File: src/rtl/icache_responder_pkg.sv
// Shared types and geometry for the direct-mapped, read-only instruction cache.
package icache_responder_pkg;

    typedef logic [15:0]  lc3b_word;
    typedef logic [127:0] lc3b_line;

    localparam int unsigned ICACHE_NUM_SETS   = 8;
    localparam int unsigned ICACHE_LINE_WORDS = 8;
    localparam int unsigned ICACHE_OFF_W      = $clog2(ICACHE_LINE_WORDS);
    localparam int unsigned ICACHE_IDX_W      = $clog2(ICACHE_NUM_SETS);
    localparam int unsigned ICACHE_TAG_W      = 16 - ICACHE_IDX_W - ICACHE_OFF_W - 1;

    typedef enum logic {
        ST_IDLE = 1'b0,
        ST_FILL = 1'b1
    } icache_state_e;

    // Select word `off` of a line; word k occupies bits [16k+15:16k].
    function automatic lc3b_word line_word(input lc3b_line line, input logic [ICACHE_OFF_W-1:0] off);
        return line[{off, 4'b0000} +: 16];
    endfunction

endpackage

File: src/rtl/icache_responder_array.sv
// Valid/tag/data storage: synchronous write, valid bits cleared on rst, asynchronous read.
module icache_array
    import icache_responder_pkg::*;
#(
    parameter int unsigned NUM_SETS = ICACHE_NUM_SETS,
    parameter int unsigned IDX_W    = ICACHE_IDX_W,
    parameter int unsigned TAG_W    = ICACHE_TAG_W
) (
    input  logic             clk,
    input  logic             rst,
    input  logic             we,
    input  logic [IDX_W-1:0] widx,
    input  logic [TAG_W-1:0] wtag,
    input  lc3b_line         wline,
    input  logic [IDX_W-1:0] ridx,
    output logic             rvalid,
    output logic [TAG_W-1:0] rtag,
    output lc3b_line         rline
);

    logic [NUM_SETS-1:0] valid_q;
    logic [TAG_W-1:0]    tag_q  [NUM_SETS];
    lc3b_line            line_q [NUM_SETS];

    // Valid bits: reset wins over a simultaneous fill so an aborted line stays invalid.
    always_ff @(posedge clk) begin
        if (rst) begin
            valid_q <= '0;
        end else if (we) begin
            valid_q[widx] <= 1'b1;
        end
    end

    always_ff @(posedge clk) begin
        if (we) begin
            tag_q[widx]  <= wtag;
            line_q[widx] <= wline;
        end
    end

    assign rvalid = valid_q[ridx];
    assign rtag   = tag_q[ridx];
    assign rline  = line_q[ridx];

endmodule

File: src/rtl/icache_responder.sv
// Fetch-side instruction cache: same-cycle hits, single outstanding line fill on a miss.
module icache_responder
    import icache_responder_pkg::*;
#(
    parameter int unsigned NUM_SETS   = ICACHE_NUM_SETS,
    parameter int unsigned LINE_WORDS = ICACHE_LINE_WORDS
) (
    input  logic         clk,
    input  logic         rst,
    input  logic         imem_read,
    input  logic [15:0]  imem_address,
    output logic         imem_resp,
    output logic [15:0]  imem_rdata,
    output logic         pmem_read,
    output logic [15:0]  pmem_address,
    input  logic [127:0] pmem_rdata,
    input  logic         pmem_resp,
    output logic [15:0]  miss_count
);

    localparam int unsigned OFF_W = $clog2(LINE_WORDS);
    localparam int unsigned IDX_W = $clog2(NUM_SETS);
    localparam int unsigned TAG_W = 16 - IDX_W - OFF_W - 1;

    icache_state_e state_q, state_d;

    logic [TAG_W-1:0] miss_tag_q, miss_tag_d;
    logic [IDX_W-1:0] miss_idx_q, miss_idx_d;
    logic             pmem_read_q, pmem_read_d;
    logic [15:0]      pmem_address_q, pmem_address_d;
    logic [15:0]      miss_cnt_q, miss_cnt_d;
    logic             fill_we_c;

    logic [OFF_W-1:0] req_off;
    logic [IDX_W-1:0] req_idx;
    logic [TAG_W-1:0] req_tag;
    logic             rd_valid;
    logic [TAG_W-1:0] rd_tag;
    lc3b_line         rd_line;
    logic             hit_c;
    logic             unused_addr_lsb;

    // Byte address split; bit 0 selects a byte within the word and is not needed.
    assign req_off         = imem_address[OFF_W:1];
    assign req_idx         = imem_address[OFF_W+1 +: IDX_W];
    assign req_tag         = imem_address[15 -: TAG_W];
    assign unused_addr_lsb = imem_address[0];

    icache_array #(
        .NUM_SETS (NUM_SETS),
        .IDX_W    (IDX_W),
        .TAG_W    (TAG_W)
    ) u_array (
        .clk    (clk),
        .rst    (rst),
        .we     (fill_we_c),
        .widx   (miss_idx_q),
        .wtag   (miss_tag_q),
        .wline  (pmem_rdata),
        .ridx   (req_idx),
        .rvalid (rd_valid),
        .rtag   (rd_tag),
        .rline  (rd_line)
    );

    // Hits only count in IDLE; during a fill the requester simply waits.
    assign hit_c      = (state_q == ST_IDLE) && imem_read && rd_valid && (rd_tag == req_tag);
    assign imem_resp  = hit_c;
    assign imem_rdata = hit_c ? rd_line[{req_off, 4'b0000} +: 16] : 16'h0000;

    assign pmem_read    = pmem_read_q;
    assign pmem_address = pmem_address_q;
    assign miss_count   = miss_cnt_q;

    always_ff @(posedge clk) begin
        if (rst) begin
            state_q        <= ST_IDLE;
            miss_tag_q     <= '0;
            miss_idx_q     <= '0;
            pmem_read_q    <= 1'b0;
            pmem_address_q <= 16'h0000;
            miss_cnt_q     <= 16'h0000;
        end else begin
            state_q        <= state_d;
            miss_tag_q     <= miss_tag_d;
            miss_idx_q     <= miss_idx_d;
            pmem_read_q    <= pmem_read_d;
            pmem_address_q <= pmem_address_d;
            miss_cnt_q     <= miss_cnt_d;
        end
    end

    // Next state: a miss latches the line and starts a fill that runs to completion.
    always_comb begin
        state_d        = state_q;
        miss_tag_d     = miss_tag_q;
        miss_idx_d     = miss_idx_q;
        pmem_read_d    = pmem_read_q;
        pmem_address_d = pmem_address_q;
        miss_cnt_d     = miss_cnt_q;
        fill_we_c      = 1'b0;

        case (state_q)
            ST_IDLE: begin
                if (imem_read && !hit_c) begin
                    miss_tag_d     = req_tag;
                    miss_idx_d     = req_idx;
                    pmem_address_d = {req_tag, req_idx, {(OFF_W + 1){1'b0}}};
                    pmem_read_d    = 1'b1;
                    if (miss_cnt_q != 16'hFFFF) begin
                        miss_cnt_d = miss_cnt_q + 16'd1;
                    end
                    state_d = ST_FILL;
                end
            end
            ST_FILL: begin
                if (pmem_resp) begin
                    fill_we_c   = 1'b1;
                    pmem_read_d = 1'b0;
                    state_d     = ST_IDLE;
                end
            end
            default: begin
                state_d = ST_IDLE;
            end
        endcase
    end

endmodule

File: config.mk
export PLATFORM = sky130hd
export DESIGN_NAME = icache_responder
export DESIGN_NICKNAME = d
export VERILOG_FILES = /design/src/rtl/icache_responder_pkg.sv /design/src/rtl/icache_responder_array.sv /design/src/rtl/icache_responder.sv
export SDC_FILE = /design/constraint.sdc
export NUM_CORES = 1
export LEC_CHECK = 0
export CAP_MARGIN = 30
export CORE_ASPECT_RATIO = 0.75
export CORE_MARGIN = 2
export CORE_UTILIZATION = 60
export CTS_CLUSTER_SIZE = 20
export DETAILED_ROUTE_END_ITERATION = 7
export PLACE_DENSITY = 0.79
export SLEW_MARGIN = 20
export SYNTH_ARGS = -nofsm -noshare
export SYNTH_HDL_FRONTEND = slang
export SYNTH_HIERARCHICAL = 1
export SYNTH_SLANG_ARGS = --single-unit
File: constraint.sdc
create_clock -name clk -period 9.6 [get_ports clk]
set_clock_uncertainty 0.15 [all_clocks]
set_input_delay 1.92 -clock clk [delete_from_list [all_inputs] [get_ports clk]]
set_output_delay 1.92 -clock clk [all_outputs]
set_load 0.01 [all_outputs]
==> impl_metrics.csv <==
group,metric,value,unit
status,status,"finished clean",
worst_setup_path,cp_max_fo,78,
sta,finalMaxSlewViolations,0,
cts,ctsHtreeMaxLevel,3,
cts,numCtsBuffers,102,
synth,synth_seq_cells,1134,
worst_setup_path,crit_required,7530,ps
cts,cts.sinks,1134,
worst_setup_path,crit_path_end_kind,"output port",
cts,clk_latency,650,ps
cts,root_buffer,"clkbuf_16",
synth,synth_area_leaders,"edfxtp_1 74%, mux4_2 9.8%, mux4_1 6.7%, mux2_2 3.6%, dfxtp_1 1.7%",
place,finalWeightedCongestion,0.773,
worst_setup_path,crit_path_cell_trace,"buf_8 -> mux4_1 -> mux2_2 -> xnor2_1 -> nand4_1 -> or3_1 -> nor2_1 -> clkdlybuf4s50_1",
global_routing,grt_pass1_wl,139000,um
synth,ys_async_sr_fraction,0,
sta,slew_headroom,0.316,
routing,wl_per_cell,30.1,um
worst_setup_path,critPathArrivalTime,5950,ps
routing,drt_wl_total,95100,um
final_layout,layout-drive-gt1-share,0.244,
floorplan,die_x,318,um
cts,cts_setup_buffers,0,
synth,synth.top_cell.area_share,0.740,
worst_setup_path,cp_top_family,"simple AND/OR/NAND/NOR gates",
floorplan,rows,86,
global_routing,track_usage,0.253,
routing,drt.antenna.violating_nets,0,
worst_setup_path,critPathBufInv,2,
final_layout,syn2layout_area_growth,14.0,%
routing,drcViolationCount,0,
cts,cts_resized,0,
sta,setup_viol,0,
routing,detailroute.via_count,20500,
global_routing,grt_max_degree,153,
pwr,max-vdd-ir-drop,0.000136,V
sta,fin_crit,8020,ps
hold_path,hp-start,"u_array/valid_q[1]",
cts,ctsLongestPathBuffers,3,
sta,tns,0,ps
synth,synth-edff-count,1096,
synth,yosys_warnings,6,
sta,tightest_slew,1030,ps
routing,vias_per_cell,6.48,
cts,postCtsHoldBufs,0,
global_routing,first_global_vias,20500,
sta,hold_viol_final,0,
final_layout,design_area,50700,sq um
worst_setup_path,max_stage_delay,830,ps
floorplan,io_pins,198,
global_routing,grt_antenna_before_repair,17,
worst_setup_path,cp_slowest_cell,"or3_1",
synth,synth_cell_types,42,
floorplan,core,73500,sq um
worst_setup_path,cp-start-kind,"primary input",
sta,rsz0062_at_grt,"false",
worst_setup_path,r2r_start,"state_q",
floorplan,initial_core_util,0.606,
synth,synthFlopType,"edfxtp_1",
place,detailed_place.area,47400,sq um
pwr,power_density,199,nW/um^2
sta,finalCritPeriodShare,0.836,
place,portBuffers,192,
global_routing,grt.overflow.total,0,
synth,syn_area_per_cell,23.7,sq um
pwr,p_leak,0.0163,uW
worst_setup_path,startpoint,"imem_address[4]",
hold_path,min_path_type,"register to register",
cts,cts_tree,"yes",
floorplan,die_h,240,um
routing,dr.first_iter.drc_count,2552,
floorplan,die_area,76400,sq um
sta,whs,298,ps
cts,clk_pin_slew,60,ps
place,dp_hpwl,51800,um
routing,drt-pass1-iter-count,5,
synth,yosysTopAreaCell,"edfxtp_1",
sta,max_freq,125,MHz
final_layout,fin_nets,2251,
flow_run,max-cap-violations,0,
synth,synth-seq-area-share,0.757,
synth,syn_inst,1876,
synth,netlist_area,44500,sq um
worst_setup_path,crit_type,"primary input to output port",
[report_power, final]
| group | total (uW) | switching [uW] | internal [uW] |
|---|---|---|---|
| combinational | 540 | 280 | 260 |
| sequential | 5490 | 19.8 | 5470 |
| clock | 4040 | 1740 | 2300 |
[flip-flops by register name, summed over array words and instances (netlist names)]
name and cells:
u_array/valid_q 8, miss_idx_q 2, u_array/tag_q 72, miss_count 16
pmem_address 1, state_q 1, pmem_read 1, miss_tag_q 9
u_array/line_q 1024
[worst paths after layout]
| kind | to | slack (ps) | cells after the start |
|---|---|---|---|
| max | imem_rdata[4] | 1580 | 8 |
| min | u_array/valid_q[1] | 300 | 2 |
| max reg2reg | u_array/line_q[0][70] | 6250 | 5 |
| min reg2reg | u_array/valid_q[1] | 300 | 2 |
[final cells by class]
cell class                      instances  area, sq um
Sequential cell                      1134        33700
Fill cell                            4201        22800
Multi-Input combinational cell        623        10100
Clock buffer                          133         2750
Timing Repair Buffer                  222         2260
Tap cell                              968         1210
Clock inverter                         58          596
Inverter                               19          106
Antenna cell                            4         10.0
[per-layer routing]
layer  global-route usage  up-vias  routed length (um)
met5                    0        -                 172
met4               0.0569       26                1750
met3               0.0866      158               10300
met2                0.387     1013               45000
met1                0.359    10800               38000
li1                     -     8537                   -
[worst register-to-register path, stage by stage, from the launching register on]
cell and delay [ps]:
dfxtp_1 370, and2_1 420, or4b_2 710, inv_6 460, buf_4 570, buf_16 310
[cells in the final DEF (no fill, tap or decap), types with 9 or more instances in the layout]
cell type / n
a21oi_1: 19
buf_4: 21
bufinv_16: 10
clkbuf_1: 26
clkbuf_16: 105
clkdlybuf4s50_1: 187
clkinv_1: 17
clkinv_2: 22
dfxtp_1: 38
edfxtp_1: 1096
inv_1: 12
inv_6: 9
mux2_2: 143
mux2i_1: 28
mux4_1: 114
mux4_2: 194
nor2_1: 39
xnor2_1: 9
[stage by stage]
stage | total power, uW | util | std cells | worst slack, ps
detailed placement | 6130 | 0.644 | 2965 | 1640
finish | 10100 | 0.690 | 3161 | 1580
global placement | 6110 | 0.644 | 2962 | 1660
floorplan | 5900 | - | 1879 | 864
global route | 10400 | 0.690 | 3157 | 1370
CTS | 10100 | 0.690 | 3156 | 1630
[logic make-up (layout without fill, tap and decap cells)]
family	after synthesis	count (layout)	share of synthesized area
mux	480	480	0.208
xor+xnor	9	9	0.00177
compound gates	32	32	0.00427
fa+ha+maj	1	1	0.000281
other cells	1	8	0.0000843
simple gates	97	97	0.0123
flops	1134	1134	0.757
buf+inv	122	432	0.0165
[cells in the mapped netlist (2+ instances only)]
library cell / count
mux2_2: 143
buf_1: 18
buf_6: 27
mux4_1: 114
or3_1: 2
nand4_1: 8
nand2_1: 7
buf_8: 3
nand2b_1: 3
mux4_2: 194
nor2_1: 40
nand4b_1: 3
o31ai_1: 8
clkbuf_1: 34
buf_4: 5
a21oi_1: 19
o21ai_0: 2
mux2i_1: 28
nor4_1: 3
or4_1: 7
inv_1: 19
xnor2_1: 9
nor2b_1: 7
nand4bb_1: 3
nand3_1: 6
buf_2: 16
edfxtp_1: 1096
dfxtp_1: 38
Note: power is estimated with default switching activity, not from simulation.
